## config.mk

```make
export PLATFORM = sky130hd
export DESIGN_NAME = mem_port_arbiter_flat
export DESIGN_NICKNAME = d
export VERILOG_FILES = /design/src/rtl/mem_port_arbiter_if.sv /design/src/rtl/mem_port_arbiter.sv /design/src/flat_wrapper.sv
export SDC_FILE = /design/constraint.sdc
export NUM_CORES = 1
export LEC_CHECK = 0
export CAP_MARGIN = 20
export CELL_PAD_IN_SITES_DETAIL_PLACEMENT = 0
export CELL_PAD_IN_SITES_GLOBAL_PLACEMENT = 1
export CORE_MARGIN = 2
export CORE_UTILIZATION = 26
export CTS_CLUSTER_DIAMETER = 150
export DETAILED_ROUTE_END_ITERATION = 12
export PLACE_DENSITY_LB_ADDON = 0.1
export SETUP_SLACK_MARGIN = 0.5
export SYNTH_ARGS = -nofsm -noshare
export SYNTH_HDL_FRONTEND = slang
export SYNTH_SLANG_ARGS = --single-unit
export TNS_END_PERCENT = 50
```

## constraint.sdc

```tcl
create_clock -name clk -period 3 [get_ports clk]
set_clock_uncertainty 0.15 [all_clocks]
set_input_delay 0.45 -clock clk [delete_from_list [all_inputs] [get_ports clk]]
set_output_delay 0.45 -clock clk [all_outputs]
set_load 0.01 [all_outputs]
```

## src/rtl/mem_port_arbiter_if.sv

```systemverilog
// Shared memory-port bundle: per-requester request/completion lanes plus the single memory port.
// The arbiter takes the slave view; requesters and the memory controller together take the master view.
interface mem_port_arbiter_if #(
  parameter int N_REQ  = 4,
  parameter int DATA_W = 32
);
  logic [2*N_REQ-1:0]      req_operation_i;
  logic [32*N_REQ-1:0]     req_addr_i;
  logic [DATA_W*N_REQ-1:0] req_data_i;
  logic [N_REQ-1:0]        req_opdone_o;
  logic [DATA_W-1:0]       req_data_o;
  logic [1:0]              mem_operation_o;
  logic [31:0]             mem_addr_o;
  logic [DATA_W-1:0]       mem_data_o;
  logic [DATA_W-1:0]       mem_data_i;
  logic                    mem_opdone_i;
  logic [N_REQ-1:0]        grant_o;
  logic                    timeout_err_o;
  logic [2:0]              timeout_id_o;

  modport slave (
    input  req_operation_i, req_addr_i, req_data_i, mem_data_i, mem_opdone_i,
    output req_opdone_o, req_data_o, mem_operation_o, mem_addr_o, mem_data_o,
           grant_o, timeout_err_o, timeout_id_o
  );

  modport master (
    output req_operation_i, req_addr_i, req_data_i, mem_data_i, mem_opdone_i,
    input  req_opdone_o, req_data_o, mem_operation_o, mem_addr_o, mem_data_o,
           grant_o, timeout_err_o, timeout_id_o
  );
endinterface

```

## src/rtl/mem_port_arbiter.sv

```systemverilog
// Round-robin arbiter sharing one registered memory port among N_REQ engines,
// with completion routing back to the winner and a watchdog that frees a stuck port.
module mem_port_arbiter #(
  parameter int N_REQ   = 4,
  parameter int DATA_W  = 32,
  parameter int TIMEOUT = 1024
) (
  input logic               clk,
  input logic               reset,
  mem_port_arbiter_if.slave bus
);
  localparam int              WD_W    = $clog2(TIMEOUT);
  localparam logic [WD_W-1:0] WD_LAST = WD_W'(TIMEOUT - 1);

  typedef enum logic [0:0] {IDLE, GRANT} state_t;

  state_t            state_reg;
  logic [2:0]        last_reg;
  logic [2:0]        gidx_reg;
  logic [WD_W-1:0]   wd_reg;
  logic [N_REQ-1:0]  grant_reg;
  logic [1:0]        op_reg;
  logic [31:0]       addr_reg;
  logic [DATA_W-1:0] data_reg;
  logic              timeout_err_reg;
  logic [2:0]        timeout_id_reg;

  // Ops 01 and 11 both have bit 0 set; 00 and the illegal 10 do not.
  logic [N_REQ-1:0] pend;
  genvar gi;
  generate
    for (gi = 0; gi < N_REQ; gi++) begin : g_pend
      assign pend[gi] = bus.req_operation_i[2*gi];
    end
  endgenerate

  // First pending index strictly above last wins; otherwise wrap to the lowest pending index.
  logic       hi_found, lo_found, win_found;
  logic [2:0] hi_idx, lo_idx, win_idx;
  always_comb begin
    hi_found = 1'b0;
    lo_found = 1'b0;
    hi_idx   = '0;
    lo_idx   = '0;
    for (int j = N_REQ - 1; j >= 0; j--) begin
      if (pend[j]) begin
        if (j > int'(last_reg)) begin
          hi_found = 1'b1;
          hi_idx   = 3'(j);
        end else begin
          lo_found = 1'b1;
          lo_idx   = 3'(j);
        end
      end
    end
    win_found = hi_found | lo_found;
    win_idx   = hi_found ? hi_idx : lo_idx;
  end

  logic [1:0] granted_op;
  logic       abort, expired;
  assign granted_op = bus.req_operation_i[2*int'(gidx_reg) +: 2];
  assign abort      = (granted_op == 2'b00);
  assign expired    = (wd_reg == WD_LAST);

  always_ff @(posedge clk or posedge reset) begin
    if (reset) begin
      state_reg       <= IDLE;
      last_reg        <= 3'(N_REQ - 1);
      gidx_reg        <= '0;
      wd_reg          <= '0;
      grant_reg       <= '0;
      op_reg          <= '0;
      addr_reg        <= '0;
      data_reg        <= '0;
      timeout_err_reg <= 1'b0;
      timeout_id_reg  <= '0;
    end else begin
      case (state_reg)
        IDLE: begin
          wd_reg <= '0;
          if (win_found) begin
            state_reg <= GRANT;
            gidx_reg  <= win_idx;
            grant_reg <= {{(N_REQ-1){1'b0}}, 1'b1} << win_idx;
            op_reg    <= bus.req_operation_i[2*int'(win_idx) +: 2];
            addr_reg  <= bus.req_addr_i[32*int'(win_idx) +: 32];
            data_reg  <= bus.req_data_i[DATA_W*int'(win_idx) +: DATA_W];
          end
        end
        GRANT: begin
          wd_reg <= wd_reg + 1'b1;
          if (bus.mem_opdone_i || abort || expired) begin
            state_reg <= IDLE;
            grant_reg <= '0;
            op_reg    <= '0;
            addr_reg  <= '0;
            data_reg  <= '0;
            last_reg  <= gidx_reg;
            // A completion in the expiry cycle is a normal finish, not a timeout.
            if (!bus.mem_opdone_i && expired) begin
              timeout_err_reg <= 1'b1;
              timeout_id_reg  <= gidx_reg;
            end
          end
        end
        default: state_reg <= IDLE;
      endcase
    end
  end

  assign bus.req_opdone_o    = (state_reg == GRANT && bus.mem_opdone_i) ? grant_reg : '0;
  assign bus.req_data_o      = bus.mem_data_i;
  assign bus.mem_operation_o = op_reg;
  assign bus.mem_addr_o      = addr_reg;
  assign bus.mem_data_o      = data_reg;
  assign bus.grant_o         = grant_reg;
  assign bus.timeout_err_o   = timeout_err_reg;
  assign bus.timeout_id_o    = timeout_id_reg;
endmodule

```

## src/flat_wrapper.sv

```systemverilog
// flat-port wrapper written by rule: the top's interface ports become plain ports
module mem_port_arbiter_flat 
#(
  parameter int N_REQ   = 4,
  parameter int DATA_W  = 32,
  parameter int TIMEOUT = 1024
)
  (clk, reset, bus_req_operation_i, bus_req_addr_i, bus_req_data_i, bus_mem_data_i, bus_mem_opdone_i, bus_req_opdone_o, bus_req_data_o, bus_mem_operation_o, bus_mem_addr_o, bus_mem_data_o, bus_grant_o, bus_timeout_err_o, bus_timeout_id_o);
  mem_port_arbiter_if #(.N_REQ(N_REQ), .DATA_W(DATA_W)) bus_i ();
  input logic clk;
  input logic reset;
  input wire logic [$bits(bus_i.req_operation_i)-1:0] bus_req_operation_i;
  input wire logic [$bits(bus_i.req_addr_i)-1:0] bus_req_addr_i;
  input wire logic [$bits(bus_i.req_data_i)-1:0] bus_req_data_i;
  input wire logic [$bits(bus_i.mem_data_i)-1:0] bus_mem_data_i;
  input wire logic [$bits(bus_i.mem_opdone_i)-1:0] bus_mem_opdone_i;
  output wire logic [$bits(bus_i.req_opdone_o)-1:0] bus_req_opdone_o;
  output wire logic [$bits(bus_i.req_data_o)-1:0] bus_req_data_o;
  output wire logic [$bits(bus_i.mem_operation_o)-1:0] bus_mem_operation_o;
  output wire logic [$bits(bus_i.mem_addr_o)-1:0] bus_mem_addr_o;
  output wire logic [$bits(bus_i.mem_data_o)-1:0] bus_mem_data_o;
  output wire logic [$bits(bus_i.grant_o)-1:0] bus_grant_o;
  output wire logic [$bits(bus_i.timeout_err_o)-1:0] bus_timeout_err_o;
  output wire logic [$bits(bus_i.timeout_id_o)-1:0] bus_timeout_id_o;
  assign bus_i.req_operation_i = bus_req_operation_i;
  assign bus_i.req_addr_i = bus_req_addr_i;
  assign bus_i.req_data_i = bus_req_data_i;
  assign bus_i.mem_data_i = bus_mem_data_i;
  assign bus_i.mem_opdone_i = bus_mem_opdone_i;
  assign bus_req_opdone_o = bus_i.req_opdone_o;
  assign bus_req_data_o = bus_i.req_data_o;
  assign bus_mem_operation_o = bus_i.mem_operation_o;
  assign bus_mem_addr_o = bus_i.mem_addr_o;
  assign bus_mem_data_o = bus_i.mem_data_o;
  assign bus_grant_o = bus_i.grant_o;
  assign bus_timeout_err_o = bus_i.timeout_err_o;
  assign bus_timeout_id_o = bus_i.timeout_id_o;
  mem_port_arbiter #(.N_REQ(N_REQ), .DATA_W(DATA_W), .TIMEOUT(TIMEOUT)) u_core (.clk(clk), .reset(reset), .bus(bus_i));
endmodule
```

==> results.md <==
- Gate power share: 62.3%
- Worst-Skew Late Latency: 0.36 ns
- Leakage power: 3.96 nW
- Final design utilization: 40.2%
- Avg Synthesized Cell Area: 8.70 µm²
- Crit. End Element: flop
- Global route total overflow: 0
- Share of cells above drive strength 1: 7.46%
- Root Buffer: clkbuf_16
- Min-Delay Path Class: flop to flop
- Most frequent cells in the layout: 339 x clkdlybuf4s50_1, 85 x dfrtp_1, 67 x a21oi_1
- Final wirelength: 36.7 mm
- Starting density of the core: 26.6%
- Standard-cell rows: 62
- Area grow syn2layout: 51.4%
- Commonest non-fill, non-tap cell in the layout: clkdlybuf4s50_1
- Post-synth EDFFs: 0
- Data required, critical path: 3.08 ns
- Net Sw Frac: 47.1%
- Routability cong.: 0.763
- Clock sinks: 88
- Slew margin rel.: 51.5%
- Startpoint types: flop
- 1st-pass router iterations: 5
- Setup TNS: 0 ns
- Min Hold Slack: 0.313 ns
- Total of max-cap violations: 0
- Cts hold-fix bufs: 0
- Slowest-stage cell, CP: dfstp_2
- Internal power contribution: 4.59 mW
- Die Wd: 176 µm
- Leading area contributor after synthesis: dfrtp_1
- FFs w/ async S/R, synth: 100%
- Area after DPL: 11300 µm²
- Netlist Area Pre-Place: 7670 µm²
- Vias per inst: 5.74
- Reg power frac: 24.2%
- First-pass GRT wire length: 55.2 mm
- RSZ-0062 raised after global routing: no
- Max-slew violation count: 0
- Met2 routed WL: 16.9 mm
- Multi-input gate area: 4670 µm²
- TritonCTS Buffers: 9
- Final hold violations: 0
- Count of input and output buffers: 343
- Register bit count reported by yosys: 88
- Final Setup Violations: 0
- DP Wirelength: 24.9 mm
- # DRC: 0
- CP arrival: 2.48 ns
- WL met3: 2.34 mm
- Seq/Total Area, Yosys: 28.7%
- DR WL/cell: 24.5 µm
- Setup CP Type: flop to flop
- Largest net degree at the start of global routing: 77
- Post-synth top flop: dfrtp_1
- Clk network pwr share: 13.6%
- Outcome: complete, no violations
- DR top layer: met5
- Die span in y: 176 µm
- Post-CTS Setup Inserts: 0
- Die Area: 30900 µm²
- Max Fclk: 416 MHz
- Minimum clock period: 2.40 ns
- I/O pin count: 409
- Pwr Total: 8.67 mW
- Register area: 2210 µm²
- Max stage delay on crit path: 0.70 ns
- Synth top area share: 28.1%
- Met1 wire length: 16.9 mm
- DR iter-0 viols: 631
- Vias in the first global route: 8565
- Slew @ Worst Pin: 0.728 ns
- Worst vdd ir: 0.575 mV
- Longest Clk Path Bufs: 2
- Crit path cell chain: nand2b_2, buf_12, a21oi_1, a211oi_1, o211ai_1
- CTS tree: yes
- # fillers: 2898
- PD cells: 747 nW/µm²
- Syn nets: 1181
- Post-synthesis cell type count: 53
- Fin area: 11600 µm²
- Total track usage: 23.1%
- Final period utilization: 80.1%
- Largest cells by area after synthesis: dfrtp_1 28%, a32oi_1 7.4%, o2111ai_1 7.4%
- Initial antenna violation count: 4
- DR vias: 8598
- CTS H-tree depth: 3
- Switch Pwr: 4.08 mW
- Nets: 1408
- Cells after synthesis: 881
- Routed Antenna Nets: 0
- Core area: 28900 µm²
- Worst Path Max Fanout: 37
- Synth warn: 0
- Clk slew on worst S/H paths: 0.08 ns
[power groups by stage]
stage          Combinational, mW  Clock [mW]  Sequential, mW
2_1_floorplan               2.78           0            2.13
3_3_place_gp                5.42           0            2.12
3_5_place_dp                5.45           0            2.11
4_1_cts                     5.45        1.22            2.10
5_1_grt                     5.80        1.26            2.17
6_report                    5.40        1.18            2.09
[final cells by class]
cell class                 instances  share of cell area (%)
timing repair buffer             385                    33.8
inverter                           7                   0.259
sequential                        88                    19.0
clock buffer                       9                    1.94
antenna                            2                  0.0431
clock inverter                     7                   0.593
multi-input combinational        617                    40.2
tap                              384                    4.14
[per-layer routing]
layer | global-route usage, % | up-vias
li1 | - | 4026
met1 | 32.2 | 4212
met2 | 36.3 | 323
met3 | 5.41 | 33
met4 | 4.96 | 4
met5 | 0 | -
[worst paths after layout]
path | startpoint | endpoint | slack (ns) | depth (start not counted)
max | u_core.last_reg[1]$_DFFE_PP1P_ | u_core.bus.mem_addr_o[0]$_DFFE_PP0P_ | 0.60 | 5
min | u_core.wd_reg[0]$_DFF_PP0_ | u_core.wd_reg[0]$_DFF_PP0_ | 0.31 | 1
max reg2reg | u_core.last_reg[1]$_DFFE_PP1P_ | u_core.bus.mem_addr_o[0]$_DFFE_PP0P_ | 0.60 | 5
min reg2reg | u_core.wd_reg[0]$_DFF_PP0_ | u_core.wd_reg[0]$_DFF_PP0_ | 0.31 | 1
max in group asynchronous | reset | u_core.last_reg[1]$_DFFE_PP1P_ | 1.65 | 3
min in group asynchronous | reset | u_core.wd_reg[5]$_DFF_PP0_ | 0.38 | 2
[worst max-delay path: cells and delay by family (launching register included)]
family,cells,cell delay (ns)
compound gates,3,0.69
flops,1,0.70
simple gates,1,0.43
buf+inv,1,0.27
[cells in the mapped netlist, types with 5 or more instances]
cell,count
o211ai_1,65
a211oi_1,62
o2111ai_1,65
nand3b_1,62
dfrtp_1,86
nor3b_1,65
clkbuf_1,106
and4_1,62
nand2_1,14
nor2_1,9
a32oi_1,65
and3_1,11
inv_1,7
nand3_1,5
buf_4,33
buf_6,5
buf_2,21
o21ai_0,10
a21oi_1,67
[cells by family after synthesis]
kind of cell    Yosys count  share of synthesized area [%]
compound gates          355                           34.7
simple gates            250                           23.9
buf+inv                 176                           11.1
flops                    88                           28.7
xor+xnor                  5                          0.571
mux                       5                          0.881
fa+ha+maj                 1                          0.163
other cells               1                         0.0489
[what timing repair did]
action                                  CTS  global route
gates resized for setup                   0             2
endpoints found under the hold margin     0             0
endpoints found under the setup margin    0            14
[metrics by stage]
step | cells | worst slack (ns)
3_3_place_gp | 1481 | 0.229
2_1_floorplan | 881 | 0.847
4_1_cts | 1497 | 0.560
3_5_place_dp | 1481 | 0.184
5_1_grt | 1499 | 0.521
6_report | 1499 | 0.597
Note: power is estimated with default switching activity, not from simulation.
